===== src/rtl/gs_pkg.sv =====
// Shared constants and helpers for the 5-tap binomial (1,4,6,4,1) separable filter.
//
// Contents:
//   ROW_SAMPLES / IMG_W - default samples per input line and outputs per line
//   TAP_W0..TAP_W4      - binomial tap weights, oldest sample first
//   RND / SHIFT         - rounding constant and normalising shift (weights sum to 16)
//   pass_e              - which pass of the separable filter a line belongs to
//   round_shift()       - rounded normalisation of a 12-bit weighted sum
package gs_pkg;

  localparam int unsigned ROW_SAMPLES = 260;
  localparam int unsigned IMG_W       = 256;

  // Number of samples in the filter window.
  localparam int unsigned WinDepth = 5;

  localparam logic [11:0] TAP_W0 = 12'd1;
  localparam logic [11:0] TAP_W1 = 12'd4;
  localparam logic [11:0] TAP_W2 = 12'd6;
  localparam logic [11:0] TAP_W3 = 12'd4;
  localparam logic [11:0] TAP_W4 = 12'd1;

  localparam logic [11:0] RND   = 12'd8;
  localparam int unsigned SHIFT = 4;

  typedef enum logic [0:0] {
    PassHoriz = 1'b0,
    PassVert  = 1'b1
  } pass_e;

  // Max sum is 16*255 = 4080, so sum+8 still fits in 12 bits and the result fits in 8.
  function automatic logic [7:0] round_shift(input logic [11:0] sum);
    logic [11:0] r;
    r = (sum + RND) >> SHIFT;
    return r[7:0];
  endfunction

endpackage


===== src/rtl/gs_tap5.sv =====
// Five-sample sliding window and weighted sum for the binomial filter.
//
// The window is the four most recently accepted samples (p0 oldest .. p3) held in
// registers plus the sample being presented this cycle (p4 = din). The sum output is
// therefore the weighted sum of the window that includes din, so the caller can
// register it in the same cycle the sample is accepted.
//
// Ports:
//   clk      - clock, rising edge
//   rst_n    - asynchronous active-low reset, clears the window
//   shift_en - accept din into the window at the next rising edge
//   din      - incoming 8-bit sample (window position p4)
//   sum      - 12-bit p0 + 4*p1 + 6*p2 + 4*p3 + p4, combinational
module gs_tap5 (
  input  logic        clk,
  input  logic        rst_n,
  input  logic        shift_en,
  input  logic [7:0]  din,
  output logic [11:0] sum
);
  import gs_pkg::*;

  logic [7:0] p0_q, p0_d;
  logic [7:0] p1_q, p1_d;
  logic [7:0] p2_q, p2_d;
  logic [7:0] p3_q, p3_d;

  always_comb begin
    p0_d = p0_q;
    p1_d = p1_q;
    p2_d = p2_q;
    p3_d = p3_q;
    if (shift_en) begin
      p0_d = p1_q;
      p1_d = p2_q;
      p2_d = p3_q;
      p3_d = din;
    end
  end

  always_ff @(posedge clk or negedge rst_n) begin
    if (!rst_n) begin
      p0_q <= '0;
      p1_q <= '0;
      p2_q <= '0;
      p3_q <= '0;
    end else begin
      p0_q <= p0_d;
      p1_q <= p1_d;
      p2_q <= p2_d;
      p3_q <= p3_d;
    end
  end

  always_comb begin
    sum = TAP_W0 * {4'd0, p0_q}
        + TAP_W1 * {4'd0, p1_q}
        + TAP_W2 * {4'd0, p2_q}
        + TAP_W3 * {4'd0, p3_q}
        + TAP_W4 * {4'd0, din};
  end

endmodule


===== src/rtl/gs_dt_filt.sv =====
// Separable 5-tap binomial filter with a transposing intermediate store.
//
// Pass 0 filters each line read from ram0 horizontally and writes the results to ram1
// at {line, idx}. Pass 1 filters ram1 lines (i.e. image columns) and emits the final
// pixels at {idx, line}, which undoes the transpose so out_addr is row-major.
//
// Ports:
//   clk, rst_n     - clock (rising edge) and asynchronous active-low reset
//   start          - one-cycle frame start; clears counters and in-flight outputs
//   pix_valid      - pix_data carries a sample this cycle
//   pix_pass       - pass of the current line, sampled on the first sample of a line
//   pix_data       - 8-bit sample
//   mid_wr_*       - intermediate RAM write port (pass 0 results)
//   out_*          - final pixel strobe, row-major address and data (pass 1 results)
//   line_done      - pulses with the last output of every line
//   frame_done     - pulses with the last output of pass 1
module gs_dt_filt #(
  parameter int unsigned ROW_SAMPLES = gs_pkg::ROW_SAMPLES,
  parameter int unsigned IMG_W       = gs_pkg::IMG_W
) (
  input  logic        clk,
  input  logic        rst_n,
  input  logic        start,
  input  logic        pix_valid,
  input  logic        pix_pass,
  input  logic [7:0]  pix_data,
  output logic        mid_wr_valid,
  output logic [15:0] mid_wr_addr,
  output logic [7:0]  mid_wr_data,
  output logic        out_valid,
  output logic [15:0] out_addr,
  output logic [7:0]  out_data,
  output logic        line_done,
  output logic        frame_done
);
  import gs_pkg::*;

  localparam logic [8:0] ColLast     = 9'(ROW_SAMPLES - 1);
  localparam logic [8:0] ColFirstOut = 9'(WinDepth - 1);
  localparam logic [7:0] IdxLast     = 8'(IMG_W - 1);
  localparam logic [7:0] LineLast    = 8'hFF;

  // A sample coincident with start belongs to the old frame and is dropped.
  logic accept;
  assign accept = pix_valid & ~start;

  // Line counters and latched pass.
  logic [8:0] col_q, col_d;
  logic [7:0] line_q, line_d;
  pass_e      pass_q, pass_d;
  pass_e      cur_pass;

  // Stage 1: weighted sum and its coordinates.
  logic        s1_valid_q, s1_valid_d;
  logic [11:0] s1_sum_q, s1_sum_d;
  logic [7:0]  s1_idx_q, s1_idx_d;
  logic [7:0]  s1_line_q, s1_line_d;
  pass_e       s1_pass_q, s1_pass_d;

  // Stage 2: registered outputs.
  logic        mid_wr_valid_q, mid_wr_valid_d;
  logic [15:0] mid_wr_addr_q, mid_wr_addr_d;
  logic [7:0]  mid_wr_data_q, mid_wr_data_d;
  logic        out_valid_q, out_valid_d;
  logic [15:0] out_addr_q, out_addr_d;
  logic [7:0]  out_data_q, out_data_d;
  logic        line_done_q, line_done_d;
  logic        frame_done_q, frame_done_d;

  logic [11:0] tap_sum;
  logic [7:0]  res;

  gs_tap5 u_tap5 (
    .clk      (clk),
    .rst_n    (rst_n),
    .shift_en (accept),
    .din      (pix_data),
    .sum      (tap_sum)
  );

  // Pass is only taken from the first sample of a line; later toggles are ignored.
  always_comb begin
    cur_pass = pass_q;
    if (col_q == '0) begin
      cur_pass = pass_e'(pix_pass);
    end
  end

  always_comb begin
    col_d  = col_q;
    line_d = line_q;
    pass_d = pass_q;
    if (start) begin
      col_d  = '0;
      line_d = '0;
    end else if (pix_valid) begin
      pass_d = cur_pass;
      if (col_q == ColLast) begin
        col_d  = '0;
        line_d = line_q + 8'd1;  // wraps 255 -> 0 between passes
      end else begin
        col_d = col_q + 9'd1;
      end
    end
  end

  // The first four samples of a line only prime the window.
  always_comb begin
    s1_valid_d = accept && (col_q >= ColFirstOut);
    s1_sum_d   = s1_sum_q;
    s1_idx_d   = s1_idx_q;
    s1_line_d  = s1_line_q;
    s1_pass_d  = s1_pass_q;
    if (accept) begin
      s1_sum_d  = tap_sum;
      s1_idx_d  = 8'(col_q - ColFirstOut);
      s1_line_d = line_q;
      s1_pass_d = cur_pass;
    end
  end

  assign res = round_shift(s1_sum_q);

  // start drops the result currently in stage 1 so nothing from the old frame escapes.
  always_comb begin
    mid_wr_valid_d = 1'b0;
    mid_wr_addr_d  = '0;
    mid_wr_data_d  = '0;
    out_valid_d    = 1'b0;
    out_addr_d     = '0;
    out_data_d     = '0;
    line_done_d    = 1'b0;
    frame_done_d   = 1'b0;
    if (s1_valid_q && !start) begin
      line_done_d = (s1_idx_q == IdxLast);
      if (s1_pass_q == PassHoriz) begin
        mid_wr_valid_d = 1'b1;
        mid_wr_addr_d  = {s1_line_q, s1_idx_q};
        mid_wr_data_d  = res;
      end else begin
        out_valid_d  = 1'b1;
        out_addr_d   = {s1_idx_q, s1_line_q};
        out_data_d   = res;
        frame_done_d = (s1_idx_q == IdxLast) && (s1_line_q == LineLast);
      end
    end
  end

  always_ff @(posedge clk or negedge rst_n) begin
    if (!rst_n) begin
      col_q          <= '0;
      line_q         <= '0;
      pass_q         <= PassHoriz;
      s1_valid_q     <= 1'b0;
      s1_sum_q       <= '0;
      s1_idx_q       <= '0;
      s1_line_q      <= '0;
      s1_pass_q      <= PassHoriz;
      mid_wr_valid_q <= 1'b0;
      mid_wr_addr_q  <= '0;
      mid_wr_data_q  <= '0;
      out_valid_q    <= 1'b0;
      out_addr_q     <= '0;
      out_data_q     <= '0;
      line_done_q    <= 1'b0;
      frame_done_q   <= 1'b0;
    end else begin
      col_q          <= col_d;
      line_q         <= line_d;
      pass_q         <= pass_d;
      s1_valid_q     <= s1_valid_d;
      s1_sum_q       <= s1_sum_d;
      s1_idx_q       <= s1_idx_d;
      s1_line_q      <= s1_line_d;
      s1_pass_q      <= s1_pass_d;
      mid_wr_valid_q <= mid_wr_valid_d;
      mid_wr_addr_q  <= mid_wr_addr_d;
      mid_wr_data_q  <= mid_wr_data_d;
      out_valid_q    <= out_valid_d;
      out_addr_q     <= out_addr_d;
      out_data_q     <= out_data_d;
      line_done_q    <= line_done_d;
      frame_done_q   <= frame_done_d;
    end
  end

  assign mid_wr_valid = mid_wr_valid_q;
  assign mid_wr_addr  = mid_wr_addr_q;
  assign mid_wr_data  = mid_wr_data_q;
  assign out_valid    = out_valid_q;
  assign out_addr     = out_addr_q;
  assign out_data     = out_data_q;
  assign line_done    = line_done_q;
  assign frame_done   = frame_done_q;

endmodule


===== config.mk =====
export PLATFORM = sky130hd
export DESIGN_NAME = gs_dt_filt
export DESIGN_NICKNAME = d
export VERILOG_FILES = /design/src/rtl/gs_pkg.sv /design/src/rtl/gs_tap5.sv /design/src/rtl/gs_dt_filt.sv
export SDC_FILE = /design/constraint.sdc
export NUM_CORES = 1
export LEC_CHECK = 0
export CAP_MARGIN = 0
export CORE_MARGIN = 5
export CORE_UTILIZATION = 50
export CTS_CLUSTER_SIZE = 25
export DETAILED_ROUTE_END_ITERATION = 7
export PLACE_DENSITY = 0.81
export REMOVE_ABC_BUFFERS = 1
export SLEW_MARGIN = 0
export SYNTH_ARGS = -nofsm -noshare
export SYNTH_HDL_FRONTEND = slang
export SYNTH_SLANG_ARGS = --single-unit
export TNS_END_PERCENT = 100

===== constraint.sdc =====
create_clock -name clk -period 13.6 [get_ports clk]
set_clock_uncertainty 0.2 [all_clocks]
set_input_delay 1.36 -clock clk [delete_from_list [all_inputs] [get_ports clk]]
set_output_delay 1.36 -clock clk [all_outputs]
set_load 0.01 [all_outputs]

==> run metrics <==
CTS tree done; worst skew pair latency between 0.4 and 0.5 ns; Core Region about 0.013 mm^2; reg2reg start u_tap5.p2_q[0]; Die Span Y 123.2 um; Port Buffers 64; cell taking the most area after synthesis dfrtp_1; yosys warns 0; Fmax around 210 MHz; critical path class flip-flop to flip-flop; Fillers just under 1000; Max-cap violations 0; Setup WS post-layout 8.771 ns; DRT Wirelength 12670 um; Post-synth EDFFs 0; All-Layer GR Usage 18.47%; vias per cell between 5 and 6; Power Total approximately 1.5 mW; # diodes 0; Post-Syn Instances ~650; setup TNS 0 ns; Initial DRC Count 280; fin nets 771; CTS Buf Count 17; top cells by area, synth dfrtp_1 50%, nand2_1 7.0%, ha_1 6.3%, fa_1 5.9%, nor2_1 3.0%; post-layout util a little over 60%; sequential area share after synthesis between 50% and 60%; clk slew on worst S/H paths around 0.06 ns; Post-Place Cells 860; multi-input logic area between 0.002 and 0.003 mm^2; post-CTS setup buffer count 0; reg-to-reg setup timing slack between 8 and 9 ns; WHS 0.2795 ns; reg-to-reg endpoint s1_sum_q[11]; status finished clean; P&R area growth vs syn 20.93%; Final Cycle Share 35.51%; final hold violation count 0; Least-Margin Pin Slew between 1 and 1.5 ns; register area roughly 0.0032 mm^2; GRT overflow 0; Place WS approximately 9 ns; syn avg cell area between 9 and 10 um^2; total I/O pin count 65; vias in the first global route approximately 4800; RSZ-0062 raised after global routing false; Hold Crit Start u_tap5.p0_q[7]; post-DP HPWL 9064 um; largest net degree at the start of global routing 77; fin crit period 4.829 ns; CP arrival 4.92 ns; P_leak 3.733 nW; maximum vdd drop 0.0001222 V; via count roughly 4600; most common cell in the netlist dfrtp_1; flops & latches, synth 128; Die Area approximately 0.015 mm^2; root cell of the clock tree clkbuf_16; die width between 100 and 150 um; WL per Instance 14.20 um; Post-synth top flop dfrtp_1; CP Launch Type flip-flop; clk buf depth 2; WHS Path Cells 2; Netlist cell types 50; TritonCTS sink count 128; FFs w/ async S/R, synth between 90% and 100%; commonest cells in the netlist 128 x dfrtp_1, 120 x nand2_1, 51 x nor2_1, 50 x inv_1, 38 x o21ai_0; Finished Cell Area 0.007742 mm^2; Final Instance Count excl. Fillers just under 900; Slew HR 31.69%; Post-DP Area 0.007174 mm^2; DRC Markers 0; router iterations before antenna repair 4; Post-DRT Antenna Nets 0; Post-CTS Hold Buffers 0; final setup vio count 0; CP required between 10 and 15 ns; initial antenna violation count 0; final slew viol count 0; R2R cell count 17; RePlAce Congestion approximately 0.87; Hold EP u_tap5.p0_q[7]; initial core utilization about 51%; PD cells approximately 190 mW/mm^2; worst-path fanout max 7; Hold WC Path Type flip-flop to flip-flop; CP endpoint kind flip-flop; first-pass GRT wire length between 20000 and 25000 um; H-tree levels 4; top-area cell type share of the netlist area about half; # rows just over 40; Mapped Area ~0.0064 mm^2; ratio of cells with drive above 1 in the final layout 6.389%; Resized Gates After CTS 0
where the power goes:
part	internal (mW)	leakage [nW]	switching [mW]	total [mW]
logic	0.241	1.75	0.342	0.583
clock network	0.242	0.270	0.186	0.427
registers	0.414	1.71	0.0348	0.449
cells by family after synthesis:
family,share of synthesized area (%)
simple gates,20.58
mux,0.5081
xor+xnor,4.651
fa+ha+maj,12.19
compound gates,7.407
flops,50.03
buf+inv,4.632
how the worst max path moves through the flow:
stage                    from      endpoint  slack, ns  cells past startpoint
6_report       u_tap5.p2_q[0]  s1_sum_q[11]       8.77                     17
5_1_grt        u_tap5.p2_q[0]  s1_sum_q[11]       8.39                     17
4_1_cts        u_tap5.p2_q[0]  s1_sum_q[11]       8.80                     17
3_5_place_dp      pix_data[3]  s1_sum_q[11]       8.74                     11
3_3_place_gp      pix_data[3]  s1_sum_q[11]       8.90                     11
2_1_floorplan  u_tap5.p2_q[0]  s1_sum_q[11]       9.31                     17
registers in the layout (all words and copies together), names as in the netlist, 8 cells and up:
name / cells
u_tap5.p1_q: 8
mid_wr_addr: 16
out_data: 8
out_addr: 16
line_q: 8
u_tap5.p3_q: 8
u_tap5.p0_q: 8
mid_wr_data: 8
col_q: 9
s1_sum_q: 9
s1_line_q: 8
u_tap5.p2_q: 8
s1_idx_q: 8
layout make-up:
type                            instances  share of cell area, %
Sequential cell                       128                  41.37
Multi-Input combinational cell        443                  37.56
Timing Repair Buffer                   67                  8.533
Clock buffer                           17                  5.495
Tap cell                              172                  2.780
Inverter                               50                  2.424
Clock inverter                         15                  1.842
cells in the final DEF (no fill, tap or decap), types with 19 or more instances in the layout:
cell type	n
fa_1	19
and2_1	19
clkdlybuf4s50_1	63
o21ai_0	38
nor2_1	51
and3_1	22
dfrtp_1	128
nand2_1	120
ha_1	32
inv_1	50
metal layers:
| metal | share of wire, % | GRT usage, % | vias to the layer above |
|---|---|---|---|
| met4 | 1.9 | 7.405 | 0 |
| met3 | 5.4 | 4.300 | 21 |
| met5 | 0 | 0 | - |
| met2 | 49 | 30.78 | 118 |
| met1 | 43 | 23.35 | 2193 |
| li1 | - | - | 2254 |
worst max-delay path: stages, from the launching register on:
cell and delay (ns):
dfrtp_1 0.45, ha_1 0.21, inv_1 0.06, fa_1 0.40
nor2b_1 0.12, o21ai_0 0.10, a21boi_0 0.41, nor2_1 0.13
fa_1 0.50, inv_1 0.06, fa_1 0.49, inv_1 0.04
ha_1 0.38, a21oi_1 0.26, nor2_1 0.10, o41ai_1 0.41
nand3_1 0.14, a31o_2 0.25
Note: power is estimated with default switching activity, not from simulation.
